<file path="config.mk">
export PLATFORM = sky130hd
export DESIGN_NAME = styler_sequencer
export DESIGN_NICKNAME = d
export VERILOG_FILES = /design/src/rtl/styler_sequencer.sv
export SDC_FILE = /design/constraint.sdc
export NUM_CORES = 1
export LEC_CHECK = 0
export BUFFER_PORTS_ARGS = -buffer_cell sky130_fd_sc_hd__clkbuf_2
export CAP_MARGIN = 25
export CELL_PAD_IN_SITES_DETAIL_PLACEMENT = 0
export CELL_PAD_IN_SITES_GLOBAL_PLACEMENT = 1
export CORE_MARGIN = 10
export CORE_UTILIZATION = 41
export DETAILED_ROUTE_END_ITERATION = 10
export PLACE_DENSITY_LB_ADDON = 0.1
export SYNTH_ARGS = -nofsm -noshare
export SYNTH_HDL_FRONTEND = slang
export SYNTH_SLANG_ARGS = --single-unit
</file>
<file path="constraint.sdc">
create_clock -name clk -period 10.1 [get_ports clk]
set_input_delay 2.02 -clock clk [delete_from_list [all_inputs] [get_ports clk]]
set_output_delay 2.02 -clock clk [all_outputs]
set_load 0.1 [all_outputs]
</file>
<file path="src/rtl/styler_sequencer.sv">
// styler_sequencer: walks one character cell through scanlines 0..15,
// mapping each scanline through the styler, fetching the source font row,
// capturing the styled row and streaming it out over valid/ready.
// Also owns the 6-bit frame counter that feeds the faint/blink/cursor phases.
module styler_sequencer #(
    parameter int FONT_AW = 12
) (
    input  logic               clk,
    input  logic               rst,
    input  logic               frame_tick,
    input  logic               abort,
    input  logic               cell_valid,
    output logic               cell_ready,
    input  logic [7:0]         cell_glyph,
    input  logic [24:0]        cell_attr,
    input  logic               cell_cursor,
    output logic [3:0]         sty_scanline,
    output logic [15:0]        sty_bitmap,
    output logic [24:0]        sty_attr,
    output logic               sty_cursor_en,
    output logic               sty_faint_phase,
    output logic               sty_blink_phase,
    output logic               sty_cursor_phase,
    input  logic [3:0]         sty_src_row,
    input  logic [15:0]        sty_row,
    output logic               font_req,
    output logic [FONT_AW-1:0] font_addr,
    input  logic               font_ack,
    input  logic [15:0]        font_data,
    output logic               row_valid,
    input  logic               row_ready,
    output logic [15:0]        row_data,
    output logic [3:0]         row_index,
    output logic               row_last
);

    typedef enum logic [2:0] {
        IDLE  = 3'd0,
        MAP   = 3'd1,
        FETCH = 3'd2,
        STYLE = 3'd3,
        OUT   = 3'd4
    } state_t;

    state_t              state_q;
    logic [5:0]          frame_cnt_q;
    logic [5:0]          frame_cnt_d;
    logic [7:0]          glyph_q;
    logic [24:0]         attr_q;
    logic                cursor_en_q;
    logic                faint_q;
    logic                blink_q;
    logic                cursor_ph_q;
    logic [3:0]          scan_q;
    logic [15:0]         bitmap_q;
    logic                font_req_q;
    logic [FONT_AW-1:0]  font_addr_q;
    logic                row_valid_q;
    logic [15:0]         row_data_q;
    logic [3:0]          row_index_q;
    logic                row_last_q;

    // Frame counter advances on every frame pulse regardless of FSM state.
    always_comb begin
        frame_cnt_d = frame_cnt_q;
        if (frame_tick) begin
            frame_cnt_d = frame_cnt_q + 6'd1;
        end
    end

    // Frame counter register; wraps naturally from 63 to 0.
    always_ff @(posedge clk or posedge rst) begin
        if (rst) begin
            frame_cnt_q <= 6'd0;
        end else begin
            frame_cnt_q <= frame_cnt_d;
        end
    end

    // Cell sequencing FSM with all handshake and styler-facing outputs registered.
    always_ff @(posedge clk or posedge rst) begin
        if (rst) begin
            state_q     <= IDLE;
            glyph_q     <= 8'd0;
            attr_q      <= 25'd0;
            cursor_en_q <= 1'b0;
            faint_q     <= 1'b0;
            blink_q     <= 1'b0;
            cursor_ph_q <= 1'b0;
            scan_q      <= 4'd0;
            bitmap_q    <= 16'd0;
            font_req_q  <= 1'b0;
            font_addr_q <= '0;
            row_valid_q <= 1'b0;
            row_data_q  <= 16'd0;
            row_index_q <= 4'd0;
            row_last_q  <= 1'b0;
        end else if (abort && (state_q != IDLE)) begin
            // Dropping the cell: any pending ack or downstream accept is ignored.
            state_q     <= IDLE;
            font_req_q  <= 1'b0;
            row_valid_q <= 1'b0;
        end else begin
            case (state_q)
                IDLE: begin
                    if (cell_valid) begin
                        glyph_q     <= cell_glyph;
                        attr_q      <= cell_attr;
                        cursor_en_q <= cell_cursor;
                        faint_q     <= frame_cnt_q[0];
                        blink_q     <= frame_cnt_q[5];
                        cursor_ph_q <= frame_cnt_q[4];
                        scan_q      <= 4'd0;
                        state_q     <= MAP;
                    end
                end
                MAP: begin
                    font_addr_q <= {glyph_q, sty_src_row};
                    font_req_q  <= 1'b1;
                    state_q     <= FETCH;
                end
                FETCH: begin
                    if (font_ack) begin
                        bitmap_q   <= font_data;
                        font_req_q <= 1'b0;
                        state_q    <= STYLE;
                    end
                end
                STYLE: begin
                    row_data_q  <= sty_row;
                    row_index_q <= scan_q;
                    row_last_q  <= (scan_q == 4'd15);
                    row_valid_q <= 1'b1;
                    state_q     <= OUT;
                end
                OUT: begin
                    if (row_ready) begin
                        row_valid_q <= 1'b0;
                        if (row_index_q == 4'd15) begin
                            state_q <= IDLE;
                        end else begin
                            scan_q  <= scan_q + 4'd1;
                            state_q <= MAP;
                        end
                    end
                end
                default: begin
                    state_q <= IDLE;
                end
            endcase
        end
    end

    assign cell_ready       = (state_q == IDLE);
    assign sty_scanline     = scan_q;
    assign sty_bitmap       = bitmap_q;
    assign sty_attr         = attr_q;
    assign sty_cursor_en    = cursor_en_q;
    assign sty_faint_phase  = faint_q;
    assign sty_blink_phase  = blink_q;
    assign sty_cursor_phase = cursor_ph_q;
    assign font_req         = font_req_q;
    assign font_addr        = font_addr_q;
    assign row_valid        = row_valid_q;
    assign row_data         = row_data_q;
    assign row_index        = row_index_q;
    assign row_last         = row_last_q;

endmodule

</file>
==> impl_metrics.tcl, run 1 <==
set metrics [dict create \
    status "finished clean" \
    insertedDiodeCount 0 \
    syn2layout_area_growth_pct 27.0 \
    overflow 0 \
    grt_pass1_vias 2977 \
    core_area_sq_mm 0.00977 \
    start_kind "flop" \
    routedWlPerCell_um 16.5 \
    crit_end "cell_ready" \
    fin_hold_ws_ns 0.480 \
    cts.hold.buffers_added 0 \
    dr.pass1.iters 3 \
    postPlaceCellArea_sq_mm 0.00500 \
    worstPathRequired_ns 8.08 \
    cp-end-kind "output pin" \
    postCtsResizedCells 0 \
    fin_skew_ns 0.0119 \
    synth_cells 269 \
    grt_max_degree 53 \
    cpPeakStageDelay_ns 0.71 \
    antenna_found_initial 0 \
    post-route-min-period_ns 3.97 \
    ys_types 38 \
    drv_slew 0 \
    path_cells "nor3_1, clkbuf_2" \
    fin_util 0.535 \
    drtIter0Drc 114 \
    finalSetupViolCount 0 \
    cts.sinks 101 \
    arrival_ns 1.95 \
    met1_usage 0.134 \
    grt_use_met3 0.0610 \
    routed_wl_um 9390 \
    relSlewSlack 0.412 \
    gp_congestion 0.750 \
    routed_via_density 4.75 \
    use_met2 0.242 \
    grt_util_all_layers 0.132 \
    h-tree-depth 3 \
    rows 36 \
    io_buffer_count 161 \
    dieWidth_um 120 \
    dieArea_sq_mm 0.0144 \
    busiest_layer "met2" \
    cts_max_path_buffers 2 \
    grt_pass1_wl_um 15300 \
    postCtsSetupBuffers 0 \
    synth_seq_cells 101 \
    maxCapViolCount 0 \
    hold_class "reg2reg" \
    clk_pin_slew_ns 0.10 \
    clkLatencyLatePin_ns 0.36 \
    cts-root-buf "clkbuf_8" \
    setup.worst_path.start "state_q[2]$_DFFE_PP0P_" \
    reg2reg_to "sty_cursor_en$_DFFE_PP0P_" \
    drive_gt1_frac 0.621 \
    crit_type "reg2out" \
    rr_startpoint "state_q[2]$_DFFE_PP0P_" \
    num_io_pins 162 \
    syn_nets 348 \
    worst-r2r-cell-count 3 \
    drcViolationCount 0 \
    ant_nets 0 \
    slowest_stage "dfrtp_1" \
    synth_top_area_share 0.614 \
    avgSynthCellArea_sq_um 15.3 \
    vias 2696 \
    final_cell_area_sq_mm 0.00523 \
    synth.yosys.warnings 0 \
    fmax_ghz 0.252 \
    hold_viol_final 0 \
    worstMarginPinSlew_ns 0.882 \
    critical_path_peak_fanout 19 \
    fin_nets 509 \
    fp.dieH_um 120 \
    seq_area_frac_synth 0.614 \
    netlist_area_sq_mm 0.00411 \
    rrSetupSlack_ns 7.87 \
    synth_top_cells_by_area "dfrtp_1 (61%), mux2_2 (20%), mux2_4 (3.6%), buf_6 (1.4%), buf_4 (0.91%)" \
    cts_inserted_buffers 9 \
    cts_tree "built" \
    tns_ns 0 \
    yosys.area.top_type "dfrtp_1" \
    rsz0062_at_grt "false" \
    final_cell_mix "clkbuf_2 (161), dfrtp_1 (101), mux2_2 (73), mux2_4 (10)" \
    final_common_cell "clkbuf_2" \
    final.period_utilization 0.393 \
    dp_hpwl_um 7050 \
    start_util 0.421 \
]
cell type report:
type	count	area (sq um)
Tap cell	133	166
Clock inverter	7	97.6
Fill cell	892	4550
Multi-Input combinational cell	149	1470
Sequential cell	101	2530
Clock buffer	9	124
Inverter	6	25.0
Timing Repair Buffer	163	821
metrics by stage:
step,setup WS (ns),std cells
final,6.13,568
after global routing,6.02,568
after CTS,6.12,568
after detailed placement,6.53,552
after global placement,6.56,552
after floorplan,5.42,269
per-layer routing:
metal / vias up / part of all wire
li1: 1272 / -
met1: 1346 / 0.38
met2: 73 / 0.53
met3: 5 / 0.082
met4: 0 / 0.0060
met5: - / 0
synthesized netlist by cell type:
cell type  instances
a2111oi_0          1
a211oi_1           1
a21o_1             1
a21oi_1            3
a31oi_1            2
a41o_1             1
and3_1             1
buf_2              2
buf_4              5
buf_6              5
clkbuf_1           1
dfrtp_1          101
ha_1               2
inv_1              6
mux2_1             3
mux2_2            73
mux2_4            10
mux2i_1            2
nand2_1            9
nand2_2            1
nand3b_1           1
nand4_1            6
nor2_1             7
nor2_4             1
nor2_8             1
nor2b_1            1
nor3_1             3
nor3_2             1
nor4_4             1
nor4b_2            1
o211ai_1           2
o21a_1             1
o21ai_0            4
o21ai_4            1
o311ai_0           1
o31ai_1            1
xnor2_1            4
xor2_1             2
state kept, by name (all words and copies together), names as in the netlist:
name / count
row_last: 1
sty_attr: 25
font_req: 1
sty_blink_phase: 1
frame_cnt_q: 6
sty_faint_phase: 1
font_addr: 12
sty_bitmap: 16
row_valid: 1
sty_cursor_phase: 1
sty_cursor_en: 1
state_q: 3
sty_scanline: 4
row_index: 4
glyph_q: 8
row_data: 16
worst min-delay path by stage:
| stage | from | end | slack (ns) | depth (start not counted) |
|---|---|---|---|---|
| 3_3_place_gp | frame_cnt_q[5]$_DFFE_PP0P_ | frame_cnt_q[5]$_DFFE_PP0P_ | 0.45 | 1 |
| 6_report | frame_cnt_q[5]$_DFFE_PP0P_ | frame_cnt_q[5]$_DFFE_PP0P_ | 0.48 | 1 |
| 5_1_grt | frame_cnt_q[5]$_DFFE_PP0P_ | frame_cnt_q[5]$_DFFE_PP0P_ | 0.50 | 1 |
| 2_1_floorplan | frame_cnt_q[5]$_DFFE_PP0P_ | frame_cnt_q[5]$_DFFE_PP0P_ | 0.44 | 1 |
| 4_1_cts | frame_cnt_q[5]$_DFFE_PP0P_ | frame_cnt_q[5]$_DFFE_PP0P_ | 0.48 | 1 |
| 3_5_place_dp | frame_cnt_q[5]$_DFFE_PP0P_ | frame_cnt_q[5]$_DFFE_PP0P_ | 0.46 | 1 |
critical path, delay by kind of cell (launching register included):
family / cells / cell delay, ns
and+or+nand+nor: 1 / 0.35
DFF: 1 / 0.71
buffers and inverters: 1 / 0.52
kinds of logic after synthesis:
logic type / after synthesis / synth area share
AOI/OAI and AO/OA: 19 / 0.0332
adders and majority gates: 2 / 0.00608
muxes: 88 / 0.249
buffers and inverters: 19 / 0.0316
and+or+nand+nor: 34 / 0.0526
DFF: 101 / 0.614
xor gates and xnor gates: 6 / 0.0128
Power of run 1 is not shown: default switching activity piles up to over one toggle a cycle in this logic, so the estimate is an artifact.
==> run 2: changes to the inputs <==
Settings changed: CORE_UTILIZATION 41 to 35.
Clock period 10.1 ns to 3.6 ns, I/O delays scaled along.
==> run 2 against run 1 <==
Effect of this change:
- via count increased by 0.41%
- first-iteration DRC count grew 4.4%
- sequential share of layout area is 0.64 points lower
- non-clock buffer count did not move
- utilization decreased by 7.3 points
- critical path depth unchanged
- die area up 14%
- design area up 1.3%
- sequential cell count is the same
- global-route usage down 0.90 points
- hold slack got worse by 0.057 ns
- critical endpoint unchanged
==> impl_metrics.tcl, run 2 (synthesized netlist as in run 1, its figures left out) <==
set metrics [dict create \
    crit_type "reg2out" \
    gp_congestion 0.693 \
    routed_wl_um 9940 \
    hold_viol_final 0 \
    antenna_found_initial 0 \
    grt_max_degree 59 \
    drive_gt1_frac 0.616 \
    overflow 0 \
    start_kind "flop" \
    start_util 0.359 \
    core_area_sq_mm 0.0115 \
    routed_via_density 4.68 \
    fin_nets 509 \
    wl_met2_um 5080 \
    drtIter0Drc 119 \
    cp-end-kind "output pin" \
    drv_slew 0 \
    dieArea_sq_mm 0.0165 \
    syn2layout_area_growth_pct 28.7 \
    grt_util_all_layers 0.123 \
    fmax_ghz 0.407 \
    final_common_cell "clkbuf_2" \
    routedWlPerCell_um 17.2 \
    cts.hold.buffers_added 0 \
    cts.sinks 101 \
    worstPathRequired_ns 2.88 \
    top_layer_used "met4" \
    fp.dieH_um 128 \
    clk_pin_slew_ns 0.07 \
    cts_inserted_buffers 9 \
    final.period_utilization 0.683 \
    critical_path_peak_fanout 12 \
    final_cell_mix "clkbuf_2 (161), dfrtp_1 (101), mux2_2 (73), mux2_4 (10)" \
    rsz0062_at_grt "false" \
    rows 39 \
    arrival_ns 1.74 \
    io_buffer_count 161 \
    clkLatencyLatePin_ns 0.34 \
    wl_met1_um 4040 \
    vias 2707 \
    dr.pass1.iters 4 \
    cts_max_path_buffers 2 \
    fillers 1053 \
    wl_met3_um 688 \
    dp_hpwl_um 7500 \
    postCtsResizedCells 0 \
    hold_class "in2async" \
    status "finished clean" \
    postCtsSetupBuffers 0 \
    largest_reg_flops 25 \
    drcViolationCount 0 \
    maxCapViolCount 0 \
    post-route-min-period_ns 2.46 \
    worstMarginPinSlew_ns 1.00 \
    num_io_pins 162 \
    cts-root-buf "clkbuf_16" \
    finalSetupViolCount 0 \
    dieWidth_um 128 \
    relSlewSlack 0.329 \
    grt_pass1_wl_um 16100 \
    grt_pass1_vias 2998 \
    fin_skew_ns 0.00423 \
    h-tree-depth 3 \
    insertedDiodeCount 0 \
    ant_nets 0 \
    cts_tree "built" \
    tns_ns 0 \
    fin_hold_ws_ns 0.423 \
]
-- run 2: cell count changes in the layout (fill, tap and decap cells not counted), moves of 2 or more --
cell,before,now
clkbuf_16,0,9
clkbuf_8,9,0
clkinv_2,1,4
bufinv_16,2,0
clkbuf_1,0,2
inv_6,2,0
-- run 2: path summary, 6_finish.rpt --
kind | start | to | slack [ns] | cells after the start
max | state_q[0]$_DFFE_PP0P_ | cell_ready | 1.14 | 2
max reg2reg | state_q[0]$_DFFE_PP0P_ | row_data[2]$_DFFE_PP0P_ | 1.40 | 3
max in group asynchronous | rst | row_valid$_DFFE_PP0P_ | 2.46 | 3
min | rst | sty_attr[8]$_DFFE_PP0P_ | 0.42 | 2
min in group clk | frame_cnt_q[5]$_DFFE_PP0P_ | frame_cnt_q[5]$_DFFE_PP0P_ | 0.47 | 1
min reg2reg | frame_cnt_q[5]$_DFFE_PP0P_ | frame_cnt_q[5]$_DFFE_PP0P_ | 0.47 | 1
-- run 2: layout make-up --
cell class | instances | area (sq um) | area share
clock buffer | 11 | 233 | 0.0439
clock inverter | 5 | 27.5 | 0.00520
inverter | 6 | 25.0 | 0.00472
timing repair buffer | 163 | 833 | 0.157
multi-input combinational | 149 | 1470 | 0.278
sequential | 101 | 2530 | 0.477
tap | 143 | 179 | 0.0338
-- run 2: layer usage --
layer	global-route usage	vias to the layer above
li1	-	1278
met1	0.140	1340
met2	0.203	78
met3	0.0456	11
met4	0.0576	0
met5	0	-
-- run 2: stage by stage --
stage	cell area [sq um]	setup WS, ns	util	cells
after floorplan	4110	0.215	-	269
after global placement	5040	1.27	0.439	562
after detailed placement	5040	1.20	0.439	562
after CTS	5300	1.11	0.462	578
after global routing	5300	1.02	0.462	578
final	5300	1.14	0.462	578
-- run 2: critical path, cell delays in order (launching register included) --
cell and delay (ns):
dfrtp_1 0.56, nor3_1 0.31, clkbuf_2 0.52
Power of run 2 is left out for the same reason.
